**src/rtl/div_sched_pkg.sv**
```systemverilog
// Shared types and width constants for the two-requester iterative divider.
package div_sched_pkg;
    typedef enum logic [1:0] {
        IDLE = 2'd0,
        CALC = 2'd1,
        DONE = 2'd2
    } state_e;

    localparam int DVD_W  = 16;
    localparam int QW     = DVD_W / 2;
    localparam int PREM_W = QW + 1;
    localparam int ITERS  = 16;
    localparam int CNT_W  = 5;
    localparam logic [CNT_W-1:0] LAST_ITER = CNT_W'(ITERS - 1);

    typedef logic req_id_t;
endpackage

```
**src/rtl/div_restoring_step.sv**
```systemverilog
// One combinational restoring-division step: shift, trial subtract, restore on negative.
module div_restoring_step
    import div_sched_pkg::*;
(
    input  logic [PREM_W-1:0] prem_i,
    input  logic [DVD_W-1:0]  dvd_i,
    input  logic [QW-1:0]     dvs_i,
    output logic [PREM_W-1:0] prem_o,
    output logic [DVD_W-1:0]  dvd_o
);
    logic [PREM_W:0] shifted;
    logic [PREM_W:0] diff;
    logic            neg;

    // The partial remainder stays below the divisor, so the shifted value never
    // reaches bit PREM_W and a set top bit of diff means the subtraction went negative.
    assign shifted = {prem_i, dvd_i[DVD_W-1]};
    assign diff    = shifted - {2'b00, dvs_i};
    assign neg     = diff[PREM_W];

    assign prem_o = neg ? shifted[PREM_W-1:0] : diff[PREM_W-1:0];
    assign dvd_o  = {dvd_i[DVD_W-2:0], ~neg};
endmodule

```
**src/rtl/div_sched.sv**
```systemverilog
// Round-robin front end sharing one 16/8 restoring divider between two requesters.
module div_sched
    import div_sched_pkg::*;
#(
    parameter int WIDTH = 16
) (
    input  logic               clk,
    input  logic               rst,
    input  logic               req0_valid,
    output logic               req0_ready,
    input  logic [WIDTH-1:0]   req0_a,
    input  logic [WIDTH/2-1:0] req0_b,
    input  logic               req1_valid,
    output logic               req1_ready,
    input  logic [WIDTH-1:0]   req1_a,
    input  logic [WIDTH/2-1:0] req1_b,
    output logic               rsp_valid,
    input  logic               rsp_ready,
    output logic               rsp_id,
    output logic [WIDTH/2-1:0] rsp_quot,
    output logic [WIDTH/2-1:0] rsp_rem,
    output logic               rsp_ovf,
    output logic               rsp_dbz,
    output logic               busy
);
    state_e             state_q;
    logic [DVD_W-1:0]   dvd_q;
    logic [QW-1:0]      dvs_q;
    logic [PREM_W-1:0]  prem_q;
    logic [CNT_W-1:0]   cnt_q;
    req_id_t            id_q;
    req_id_t            last_q;
    logic               rsp_valid_q, rsp_id_q, rsp_ovf_q, rsp_dbz_q;
    logic [QW-1:0]      rsp_quot_q, rsp_rem_q;

    logic [PREM_W-1:0]  prem_d;
    logic [DVD_W-1:0]   dvd_d;
    logic               idle, acc0, acc1, acc_any;
    req_id_t            acc_id;
    logic [DVD_W-1:0]   acc_a;
    logic [QW-1:0]      acc_b;

    div_restoring_step u_step (
        .prem_i (prem_q),
        .dvd_i  (dvd_q),
        .dvs_i  (dvs_q),
        .prem_o (prem_d),
        .dvd_o  (dvd_d)
    );

    // On a tie the requester that was not granted last wins.
    assign idle       = (state_q == IDLE);
    assign req0_ready = idle && req0_valid && (!req1_valid || last_q);
    assign req1_ready = idle && req1_valid && (!req0_valid || !last_q);
    assign acc0       = req0_valid && req0_ready;
    assign acc1       = req1_valid && req1_ready;
    assign acc_any    = acc0 || acc1;
    assign acc_id     = acc1;
    assign acc_a      = acc1 ? req1_a : req0_a;
    assign acc_b      = acc1 ? req1_b : req0_b;

    always_ff @(posedge clk or posedge rst) begin
        if (rst) begin
            state_q     <= IDLE;
            dvd_q       <= '0;
            dvs_q       <= '0;
            prem_q      <= '0;
            cnt_q       <= '0;
            id_q        <= 1'b0;
            last_q      <= 1'b1;
            rsp_valid_q <= 1'b0;
            rsp_id_q    <= 1'b0;
            rsp_quot_q  <= '0;
            rsp_rem_q   <= '0;
            rsp_ovf_q   <= 1'b0;
            rsp_dbz_q   <= 1'b0;
        end else begin
            case (state_q)
                IDLE: begin
                    if (acc_any) begin
                        last_q <= acc_id;
                        id_q   <= acc_id;
                        dvd_q  <= acc_a;
                        dvs_q  <= acc_b;
                        prem_q <= '0;
                        cnt_q  <= '0;
                        if (acc_b == '0) begin
                            state_q     <= DONE;
                            rsp_valid_q <= 1'b1;
                            rsp_id_q    <= acc_id;
                            rsp_quot_q  <= '1;
                            rsp_rem_q   <= '0;
                            rsp_ovf_q   <= 1'b0;
                            rsp_dbz_q   <= 1'b1;
                        end else begin
                            state_q <= CALC;
                        end
                    end
                end
                CALC: begin
                    prem_q <= prem_d;
                    dvd_q  <= dvd_d;
                    cnt_q  <= cnt_q + 1'b1;
                    if (cnt_q == LAST_ITER) begin
                        state_q     <= DONE;
                        rsp_valid_q <= 1'b1;
                        rsp_id_q    <= id_q;
                        rsp_quot_q  <= dvd_d[QW-1:0];
                        rsp_rem_q   <= prem_d[QW-1:0];
                        rsp_ovf_q   <= |dvd_d[DVD_W-1:QW];
                        rsp_dbz_q   <= 1'b0;
                    end
                end
                DONE: begin
                    if (rsp_ready) begin
                        state_q     <= IDLE;
                        rsp_valid_q <= 1'b0;
                    end
                end
                default: state_q <= IDLE;
            endcase
        end
    end

    assign rsp_valid = rsp_valid_q;
    assign rsp_id    = rsp_id_q;
    assign rsp_quot  = rsp_quot_q;
    assign rsp_rem   = rsp_rem_q;
    assign rsp_ovf   = rsp_ovf_q;
    assign rsp_dbz   = rsp_dbz_q;
    assign busy      = (state_q != IDLE);
endmodule
```
**config.mk**
```make
export PLATFORM = sky130hd
export DESIGN_NAME = div_sched
export DESIGN_NICKNAME = d
export VERILOG_FILES = /design/src/rtl/div_sched_pkg.sv /design/src/rtl/div_restoring_step.sv /design/src/rtl/div_sched.sv
export SDC_FILE = /design/constraint.sdc
export NUM_CORES = 1
export LEC_CHECK = 0
export CAP_MARGIN = 20
export CORE_MARGIN = 1
export CORE_UTILIZATION = 51
export DETAILED_ROUTE_END_ITERATION = 12
export PLACE_DENSITY = 0.8
export SLEW_MARGIN = 20
export SYNTH_ARGS = -nofsm -noshare
export SYNTH_HDL_FRONTEND = slang
export SYNTH_SLANG_ARGS = --single-unit
export TNS_END_PERCENT = 1
```
**constraint.sdc**
```tcl
create_clock -name clk -period 3.15 [get_ports clk]
set_clock_uncertainty 0.2 [all_clocks]
set_input_delay 0.7875 -clock clk [delete_from_list [all_inputs] [get_ports clk]]
set_output_delay 0.7875 -clock clk [all_outputs]
set_load 0.02 [all_outputs]
```
==> reports/results.tsv <==
metric	value	unit
status	completed	
vias in the first global route	3128	
first-pass GRT wire length	14700	um
Seq/Total Area, Yosys	43.4	%
dominant synthesized flop cell	dfrtp_1	
critical path depth	5	
total global-route track usage	25.9	%
CORE AREA	6790	um^2
CP cell instances	clkdlybuf4s50_1 > or3b_4 > or2_1 > inv_2 > buf_2	
Initial Util	52.7	%
Finished Core Util	69.7	%
CP max stage cell	clkdlybuf4s50_1	
CTS buffer count	9	
clock tree buffer depth	2	
Peak VDD IR	480	uV
die width	85.8	um
Tmin final	3080	ps
cell count after synthesis	382	
delay-heaviest family, CP	buffers and inverters	
total gr overflow	0	
number of inserted diodes	0	
Reg2Reg Capture Point	rsp_rem[3]	
Leakage	2.22	nW
Synth-to-Final Area Change	32.3	%
Post-synth EDFFs	0	
GP Congestion	0.829	
Final Cell Area	4740	um^2
fill count	539	
via/cell ratio	5.44	
total power	0.00536	W
P per Cell Area	1130	nW/um^2
CTS root buf	clkbuf_8	
Rows	30	
#FFs+latches synth	62	
drt first pass iters	4	
Placement Cell Area	4530	um^2
DRT antenna net count	0	
die area	7360	um^2
Starting DRT DRC Count	188	
antenna violations before repair	0	
Hold WC Path Type	reg -> reg	
Worst Hold Path EP	dvs_q[7]	
required time worst endpoint	2160	ps
Yosys cell types	57	
Arrival @ worst endpoint	2090	ps
# Max-Cap Violations	0	
Synth top area share	42.6	%
normalized max-slew margin	57.6	%
critical path fanouts, max	2	
share of cells above drive strength 1	12.9	%
Setup CP Type	in -> out	
worst slew pin tran	635	ps
most instantiated library cell after synthesis	dfrtp_1	
Worst R2R Start	prem_q[6]	
ys async rst share	100	%
final WL	8690	um
# nets final	532	
sequential cell area	1550	um^2
Worst Path Buf+Inv	3	
routed length per instance	15.3	um
Num Clock Sinks	62	
I/O pin count	76	
syn nets	446	
DRC	0	
Worst setup SP type	input pin	
Fin Hold WS	288	ps
Synth area leader	dfrtp_1	
Slew Viols, Final	0	
Final setup violation count	0	
Critical Path Sink Type	output pin	
CTS tree	done	
worst r2r path cells	7	
RSZ-0062 raised after global routing	no	
hold depth	2	
Critical Path Source	req1_valid	
FF-to-FF setup slack	350	ps
Synth Warn #	0	
Worst Min Path Start	dvs_q[7]	
Hold Buf Count CTS	0	
largest net degree at the start of global routing	56	
CP peak stage delay	470	ps
clock-pin slew on the worst setup and hold paths	60	ps
Synth area leaders	dfrtp_1 (43%), mux2i_1 (8.4%), o21ai_1 (5.3%), nand2_1 (4.1%), ha_1 (3.5%)	
Worst-Skew Late Latency	340	ps
via count	3096	
PortBufs	75	
fmax	0.325	GHz
DPL Wire Length	6360	um
Final period util	97.8	%
die height	85.8	um
synth cell count leaders	dfrtp_1 (61), nand2_1 (39), o21ai_1 (38)	
Post-Syn Area	3580	um^2
H-tree levels	3	
Fin. Hold Viols	0	
average size of a mapped cell	9.37	um^2
area of the multi-input gates	1830	um^2
[kinds of logic after synthesis]
group                    after synthesis  share of synthesized area [%]
AO/OA/AOI/OAI                        117                           21.9
multiplexers                          34                           9.96
AND/OR/NAND/NOR                      108                           14.4
adder cells (fa/ha/maj)               11                           4.05
buffers and inverters                 48                           5.84
XOR/XNOR                               2                          0.489
flip-flops                            62                           43.4
[state kept, by name, summed over array words and instances, names as in the netlist]
signal and cells:
prem_q 9, cnt_q 5, rsp_ovf 1, rsp_quot 8, dvd_q 16, rsp_id 1
id_q 1, dvs_q 8, rsp_dbz 1, rsp_valid 1, last_q 1, state_q 2
rsp_rem 8
[layer usage]
layer	share of wire, %	global-route usage [%]	up-vias
met5	0	0	-
met4	1.5	9.09	0
met3	4.8	5.77	12
met2	50	43.7	97
met1	43	33.1	1468
li1	-	-	1519
[how the worst max path moves through the flow]
stage / to / slack (ps)
after floorplan: req1_ready / 280
after global placement: req1_ready / -360
after detailed placement: req1_ready / -380
after CTS: req1_ready / 60
after global routing: req1_ready / 40
final: req1_ready / 70
[power breakdown]
group	internal, W	switching [W]
registers	0.00119	0.000281
logic	0.00140	0.00173
clock network	0.000444	0.000316
total	0.00303	0.00233
[layout by cell type, fill, tap and decap left out, types with 3 or more instances in the layout]
cell	instances
clkdlybuf4s50_1	73
dfrtp_1	61
nand2_1	39
o21ai_1	37
nor2_1	32
mux2i_1	30
inv_1	27
a21oi_1	21
buf_4	16
o21ai_0	10
nand3_1	10
ha_1	10
clkbuf_8	9
o21a_1	6
o21ai_2	6
a21o_1	5
nor4_1	4
o22ai_1	4
inv_2	3
nor3_1	3
mux2_4	3
o31ai_1	3
o211ai_1	3
o22a_1	3
[tightest hold or removal path, cell delays in order, from the launching register on]
cell	delay, ps
dfrtp_1	340
nand2_1	50
o21ai_1	60
[per-stage QoR]
stage	std cells	worst slack (ps)	setup TNS [ps]
after global placement	553	-359	-509
after CTS	569	58.8	0
final	569	68.7	0
after global routing	569	37.9	0
after floorplan	382	276	0
after detailed placement	553	-379	-906
[area by class of cell]
class	count	area share, %
Tap cell	96	2.54
Inverter	30	2.38
Clock buffer	10	2.69
Timing Repair Buffer	93	19.1
Multi-Input combinational cell	272	38.7
Clock inverter	6	1.82
Sequential cell	62	32.8
[repair_timing]
| action | CTS | global route |
|---|---|---|
| resized for setup | 5 | 0 |
| setup buffers | 0 | 0 |
| setup endpoints to repair | 2 | 0 |
(Power assumes the default switching activity.)
